==> config.mk <==
export PLATFORM = sky130hd
export DESIGN_NAME = i2c_master_byte_engine
export DESIGN_NICKNAME = d
export VERILOG_FILES = /design/src/rtl/i2c_pkg.sv /design/src/rtl/i2c_quarter_tick_gen.sv /design/src/rtl/i2c_master_byte_engine.sv
export SDC_FILE = /design/constraint.sdc
export NUM_CORES = 1
export LEC_CHECK = 0
export BUFFER_PORTS_ARGS = -buffer_cell sky130_fd_sc_hd__buf_2
export CAP_MARGIN = 40
export CORE_MARGIN = 5
export CORE_UTILIZATION = 52
export DETAILED_ROUTE_END_ITERATION = 7
export PLACE_DENSITY = 0.85
export SETUP_SLACK_MARGIN = 0.05
export SKIP_CTS_REPAIR_TIMING = 1
export SLEW_MARGIN = 10
export SYNTH_ARGS = -nofsm -noshare
export SYNTH_HDL_FRONTEND = slang
export SYNTH_SLANG_ARGS = --single-unit
export TNS_END_PERCENT = 100
==> constraint.sdc <==
create_clock -name clk -period 2.2 [get_ports clk]
set_input_delay 0.11 -clock clk [delete_from_list [all_inputs] [get_ports clk]]
set_output_delay 0.11 -clock clk [all_outputs]
set_load 0.01 [all_outputs]
==> src/rtl/i2c_pkg.sv <==
// Shared definitions for the I2C master byte engine: state encoding and sizing constants.
package i2c_pkg;

   localparam int CLK_DIV_DEFAULT = 125;
   localparam int MAX_BYTES       = 32;

   typedef enum logic [2:0] {
      IDLE,
      START,
      ADDR,
      ADDR_ACK,
      WDATA,
      RDATA,
      DATA_ACK,
      STOP
   } state_t;

endpackage

==> src/rtl/i2c_quarter_tick_gen.sv <==
// Divides the system clock into SCL quarter periods and tracks which quarter of the bit is active.
module i2c_quarter_tick_gen
   import i2c_pkg::*;
#(
   parameter int CLK_DIV = CLK_DIV_DEFAULT
) (
   input  logic       clk,
   input  logic       reset,
   input  logic       hold,
   output logic       tick,
   output logic [1:0] quarter
);

   localparam int CW = (CLK_DIV > 1) ? $clog2(CLK_DIV) : 1;

   logic [CW-1:0] div_cnt;

   assign tick = !hold && (div_cnt == CW'(CLK_DIV - 1));

   // Free-running quarter divider, parked at quarter 0 whenever the engine is idle
   always_ff @(posedge clk or negedge reset) begin
      if (!reset) begin
         div_cnt <= '0;
         quarter <= '0;
      end else if (hold) begin
         div_cnt <= '0;
         quarter <= '0;
      end else if (tick) begin
         div_cnt <= '0;
         quarter <= quarter + 2'd1;
      end else begin
         div_cnt <= div_cnt + 1'b1;
      end
   end

endmodule

==> src/rtl/i2c_master_byte_engine.sv <==
// I2C master that runs one addressed transaction of up to 32 data bytes, with a per-byte handshake.
module i2c_master_byte_engine
   import i2c_pkg::*;
#(
   parameter int CLK_DIV = CLK_DIV_DEFAULT
) (
   input  logic       clk,
   input  logic       reset,
   input  logic       go,
   input  logic       rw,
   input  logic [5:0] N_Byte,
   input  logic [6:0] dev_add,
   input  logic [7:0] dwr_DataWriteReg,
   input  logic       stop,
   output logic       done,
   output logic       ready,
   output logic       ack_e,
   output logic [7:0] drd_lcdData,
   output logic       scl,
   output logic       sda_oe,
   input  logic       sda_in
);

   state_t     state, state_next;
   logic       tick;
   logic [1:0] quarter;
   logic       sample_edge, bit_end, scl_mid;

   logic [2:0] bit_cnt, bit_cnt_next;
   logic [5:0] byte_cnt, byte_cnt_next;
   logic [7:0] shift_reg, shift_next;
   logic [7:0] rd_data_next;
   logic [6:0] addr_lat, addr_next;
   logic       rw_lat, rw_next;
   logic       done_next, ack_e_next;
   logic       stop_pend, stop_pend_next;
   logic       proceed, proceed_next;
   logic       master_ack, master_ack_next;

   i2c_quarter_tick_gen #(.CLK_DIV(CLK_DIV)) u_tick (
      .clk    (clk),
      .reset  (reset),
      .hold   (state == IDLE),
      .tick   (tick),
      .quarter(quarter)
   );

   assign sample_edge = tick && (quarter == 2'd2);
   assign bit_end     = tick && (quarter == 2'd3);
   assign scl_mid     = (quarter == 2'd1) || (quarter == 2'd2);

   // State and datapath registers; reset parks the bus released with SCL high and no STOP emitted
   always_ff @(posedge clk or negedge reset) begin
      if (!reset) begin
         state       <= IDLE;
         bit_cnt     <= '0;
         byte_cnt    <= '0;
         shift_reg   <= '0;
         drd_lcdData <= '0;
         addr_lat    <= '0;
         rw_lat      <= 1'b0;
         done        <= 1'b1;
         ack_e       <= 1'b0;
         stop_pend   <= 1'b0;
         proceed     <= 1'b0;
         master_ack  <= 1'b0;
      end else begin
         state       <= state_next;
         bit_cnt     <= bit_cnt_next;
         byte_cnt    <= byte_cnt_next;
         shift_reg   <= shift_next;
         drd_lcdData <= rd_data_next;
         addr_lat    <= addr_next;
         rw_lat      <= rw_next;
         done        <= done_next;
         ack_e       <= ack_e_next;
         stop_pend   <= stop_pend_next;
         proceed     <= proceed_next;
         master_ack  <= master_ack_next;
      end
   end

   // Next-state and bus-level decode; continue/abort is decided at the ACK sample so ready is stable for all of q3
   always_comb begin
      state_next      = state;
      bit_cnt_next    = bit_cnt;
      byte_cnt_next   = byte_cnt;
      shift_next      = shift_reg;
      rd_data_next    = drd_lcdData;
      addr_next       = addr_lat;
      rw_next         = rw_lat;
      done_next       = done;
      ack_e_next      = ack_e;
      stop_pend_next  = stop_pend | stop;
      proceed_next    = proceed;
      master_ack_next = master_ack;
      scl             = 1'b1;
      sda_oe          = 1'b0;
      ready           = 1'b0;

      unique case (state)
         IDLE: begin
            done_next = 1'b1;
            if (done && go) begin
               state_next     = START;
               done_next      = 1'b0;
               ack_e_next     = 1'b0;
               stop_pend_next = 1'b0;
               rw_next        = rw;
               addr_next      = dev_add;
               byte_cnt_next  = (N_Byte > 6'(MAX_BYTES)) ? 6'(MAX_BYTES) : N_Byte;
            end
         end
         START: begin
            scl    = (quarter != 2'd3);
            sda_oe = (quarter != 2'd0);
            if (bit_end) begin
               state_next   = ADDR;
               shift_next   = {addr_lat, rw_lat};
               bit_cnt_next = 3'd7;
            end
         end
         ADDR, WDATA: begin
            scl    = scl_mid;
            sda_oe = !shift_reg[7];
            if (bit_end) begin
               if (bit_cnt == 3'd0) begin
                  state_next = (state == ADDR) ? ADDR_ACK : DATA_ACK;
               end else begin
                  shift_next   = {shift_reg[6:0], 1'b0};
                  bit_cnt_next = bit_cnt - 3'd1;
               end
            end
         end
         ADDR_ACK: begin
            scl   = scl_mid;
            ready = !rw_lat && proceed && (quarter == 2'd3);
            if (sample_edge) begin
               if (sda_in) ack_e_next = 1'b1;
               proceed_next = !sda_in && (byte_cnt != 6'd0) && !stop_pend && !stop;
            end
            if (bit_end) begin
               bit_cnt_next = 3'd7;
               if (!proceed) begin
                  state_next = STOP;
               end else if (rw_lat) begin
                  state_next = RDATA;
               end else begin
                  state_next = WDATA;
                  shift_next = dwr_DataWriteReg;
               end
            end
         end
         RDATA: begin
            scl   = scl_mid;
            ready = (bit_cnt == 3'd0) && (quarter == 2'd3);
            if (sample_edge) begin
               shift_next = {shift_reg[6:0], sda_in};
               if (bit_cnt == 3'd0) rd_data_next = {shift_reg[6:0], sda_in};
            end
            if (bit_end) begin
               if (bit_cnt == 3'd0) begin
                  state_next      = DATA_ACK;
                  master_ack_next = (byte_cnt > 6'd1) && !stop_pend && !stop;
               end else begin
                  bit_cnt_next = bit_cnt - 3'd1;
               end
            end
         end
         DATA_ACK: begin
            scl    = scl_mid;
            sda_oe = rw_lat && master_ack;
            ready  = !rw_lat && proceed && (quarter == 2'd3);
            if (sample_edge) begin
               if (byte_cnt != 6'd0) byte_cnt_next = byte_cnt - 6'd1;
               if (rw_lat) begin
                  proceed_next = master_ack;
               end else begin
                  if (sda_in) ack_e_next = 1'b1;
                  proceed_next = !sda_in && (byte_cnt > 6'd1) && !stop_pend && !stop;
               end
            end
            if (bit_end) begin
               bit_cnt_next = 3'd7;
               if (!proceed) begin
                  state_next = STOP;
               end else if (rw_lat) begin
                  state_next = RDATA;
               end else begin
                  state_next = WDATA;
                  shift_next = dwr_DataWriteReg;
               end
            end
         end
         STOP: begin
            scl    = (quarter != 2'd0);
            sda_oe = (quarter != 2'd3);
            if (bit_end) begin
               state_next     = IDLE;
               stop_pend_next = 1'b0;
            end
         end
         default: state_next = IDLE;
      endcase
   end

endmodule

==> flow_metrics.tcl <==
set metrics [dict create \
    final_nets 404 \
    status "finished, violations left" \
    min_period_over_period_pct 93.0 \
    antenna_found_initial 0 \
    fin_util_pct 60.8 \
    grt_max_degree 29 \
    synth.avg_cell_area_um2 9.62 \
    avgRoutedWirePerCell_um 16.0 \
    register_area_um2 1250 \
    ys.flop_type "dfrtp_1" \
    ioPinCount 40 \
    syn-num-nets 357 \
    period_needed_ns 2.05 \
    crit_path_cell_trace "inv_1 > ha_1 > nand2b_1 > or3_4 > o21ai_0 > and2_1 > buf_2" \
    rows 28 \
    port-buffer-count 39 \
    p_leak_nw 1.66 \
    drt_first_iter_violations 182 \
    synth.largest_area_cell "dfrtp_1" \
    cp_top_family "simple AND/OR/NAND/NOR gates" \
    max_slew_margin_pct 69.9 \
    insertion_delay_ns 0.30 \
    power.density_nw_per_um2 456 \
    first_global_vias 2483 \
    startpoint_type "flop" \
    die_h_um 87.0 \
    hpwl_mm 5.09 \
    crit_path_max_fanout 7 \
    yosysWarningCount 0 \
    clk_pin_slew_ns 0.09 \
    fin_cells 444 \
    cts_sinks 50 \
    finalInstanceArea_um2 3560 \
    viasPerCell 5.75 \
    synth_most_common_cell "dfrtp_1" \
    async_flop_share_pct 100 \
    clkPwrFrac_pct 39.3 \
    synth_cells 321 \
    power.internal_mw 1.28 \
    wirelength_mm 7.09 \
    setup_viol 0 \
    pre_cts_ws_ns 0.241 \
    hp-class "in -> reg" \
    crit_type "reg -> out" \
    critPathSlowestCell "or3_4" \
    globalplace.congestion 0.914 \
    ant_nets 0 \
    synth_seq_area_share_pct 40.6 \
    grt_remaining_overflow 0 \
    peakVddDrop_mv 0.331 \
    multiInputGateArea_um2 1680 \
    max_stage_delay_ns 0.43 \
    dp_cells 430 \
    end_kind "primary output" \
    dieArea_um2 7580 \
    clk_path_buf_depth 2 \
    drive_above_1_share_pct 25.5 \
    power_frac_comb_pct 4.1 \
    ys_seq_elements 50 \
    hold_viol_final 3 \
    n_fill_cell 482 \
    p_seq_share_pct 56.6 \
    initial_utilization_pct 52.8 \
    cp.arrival_ns 1.94 \
    rsz0062_at_grt "false" \
    vias 2552 \
    ys_types 56 \
    switching_share_pct 20.8 \
    crit_buf_inv 2 \
    synth_edf_count 0 \
    max_cap_violations 0 \
    coreArea_um2 5850 \
    htree_num_levels 2 \
    cp.required_ns 2.09 \
    drt_first_pass_iters 4 \
    hold_slack_ns -0.0146 \
    p_switching_mw 0.338 \
    worstMarginPinSlew_ns 0.447 \
    cts_made_buffers 5 \
    synth_top_area_share_pct 39.7 \
    synth.area.top_cells "dfrtp_1, mux2i_1, nand2_1, ha_1, mux2_2" \
    drv_slew 0 \
    synth_commonest_cells "dfrtp_1, nand2_1, nor2_1" \
    skew_ns 0.00559 \
    placed_area_um2 3390 \
    cts-root-buf "clkbuf_8" \
    netlist_area_um2 3090 \
    drc 0 \
    synthToLayoutAreaGrowth_pct 15.2 \
    diodes 0 \
    fin_ws_ns 0.153 \
    fmax_mhz 489 \
    grtUsageTotal_pct 20.0 \
    failed_checks "hold timing" \
    fin_tns_setup_ns 0 \
    cts_tree "built" \
    dieWidth_um 87.0 \
    grt_pass1_wl_mm 12.0 \
]
## through the flow
| stage | hold slack, ns | power [mW] |
|---|---|---|
| finish | -0.0146 | 1.62 |
| global route | 0.00875 | 1.69 |
| CTS | -0.258 | 1.63 |
| detailed placement | 0.0767 | 0.998 |
| global placement | 0.0603 | 0.996 |
| floorplan | -0.186 | 0.948 |
## cell usage in the layout (no fill, tap or decap), types with 2 or more instances in the layout
| cell type | instances |
|---|---|
| inv_1 | 14 |
| nor3_1 | 3 |
| dlygate4sd3_1 | 4 |
| a21oi_1 | 16 |
| ha_1 | 9 |
| nor2b_1 | 9 |
| nand4b_1 | 2 |
| a31oi_1 | 6 |
| a41oi_1 | 3 |
| a221oi_1 | 8 |
| mux2_2 | 10 |
| o211ai_1 | 4 |
| nand3_1 | 8 |
| or3_1 | 2 |
| o22a_1 | 2 |
| clkinv_2 | 2 |
| and3_1 | 4 |
| a22oi_1 | 2 |
| mux2i_1 | 16 |
| xor2_1 | 4 |
| dfrtp_2 | 2 |
| o21ai_0 | 16 |
| buf_2 | 39 |
| dfrtp_1 | 47 |
| xnor2_1 | 4 |
| nand2b_1 | 3 |
| and2_1 | 4 |
| buf_4 | 17 |
| a211oi_1 | 6 |
| nand2_1 | 35 |
| a21o_1 | 2 |
| mux2_4 | 7 |
| clkbuf_8 | 5 |
| nor2_1 | 28 |
## area by class of cell
type                       count  share of cell area, %
clock buffer                   5                   1.93
clock inverter                 3                   1.13
inverter                      14                   1.48
multi-input combinational    237                   47.3
sequential                    50                   35.3
tap                           75                   2.64
timing repair buffer          60                   10.2
## per-layer routing
metal	track usage [%]	vias up	routed length [um]
li1	-	1241	-
met1	26.7	1211	3110
met2	32.0	81	3470
met3	3.60	19	332
met4	8.64	0	182
met5	0	-	0
## power groups by stage
stage | logic, mW | clock network (mW) | registers (mW)
after floorplan | 0.0115 | 0 | 0.937
after global placement | 0.0598 | 0 | 0.936
after detailed placement | 0.0617 | 0 | 0.936
after CTS | 0.0624 | 0.650 | 0.918
after global routing | 0.0758 | 0.692 | 0.918
final | 0.0663 | 0.636 | 0.918
## worst paths after layout
check / cells after the start / endpoint / slack, ns / from
hold / removal: 3 / addr_lat[2] / -0.01 / dev_add[2]
min in group asynchronous: 2 / u_tick.div_cnt[4] / 0.27 / reset
setup reg to reg: 6 / shift_reg[2] / 0.24 / u_tick.quarter[1]
setup / recovery: 7 / ready / 0.15 / bit_cnt[0]
hold reg to reg: 1 / bit_cnt[0] / 0.48 / bit_cnt[0]
max in group asynchronous: 3 / state[0] / 1.33 / reset
## logic make-up (layout without fill, tap and decap cells)
group | Yosys count | in the layout | share of synthesized area [%]
AO/OA/AOI/OAI | 73 | 73 | 16.6
AND/OR/NAND/NOR | 112 | 112 | 19.1
flip-flops | 50 | 50 | 40.6
XOR/XNOR | 8 | 8 | 2.27
buffers and inverters | 34 | 82 | 4.95
multiplexers | 33 | 33 | 12.2
adder cells (fa/ha/maj) | 11 | 11 | 4.34
## worst min-delay path, cell delays in order
cell	delay [ns]
buf_2	0.07
nand2_1	0.04
nand2_1	0.04
Power figures use the tool's default switching activity.
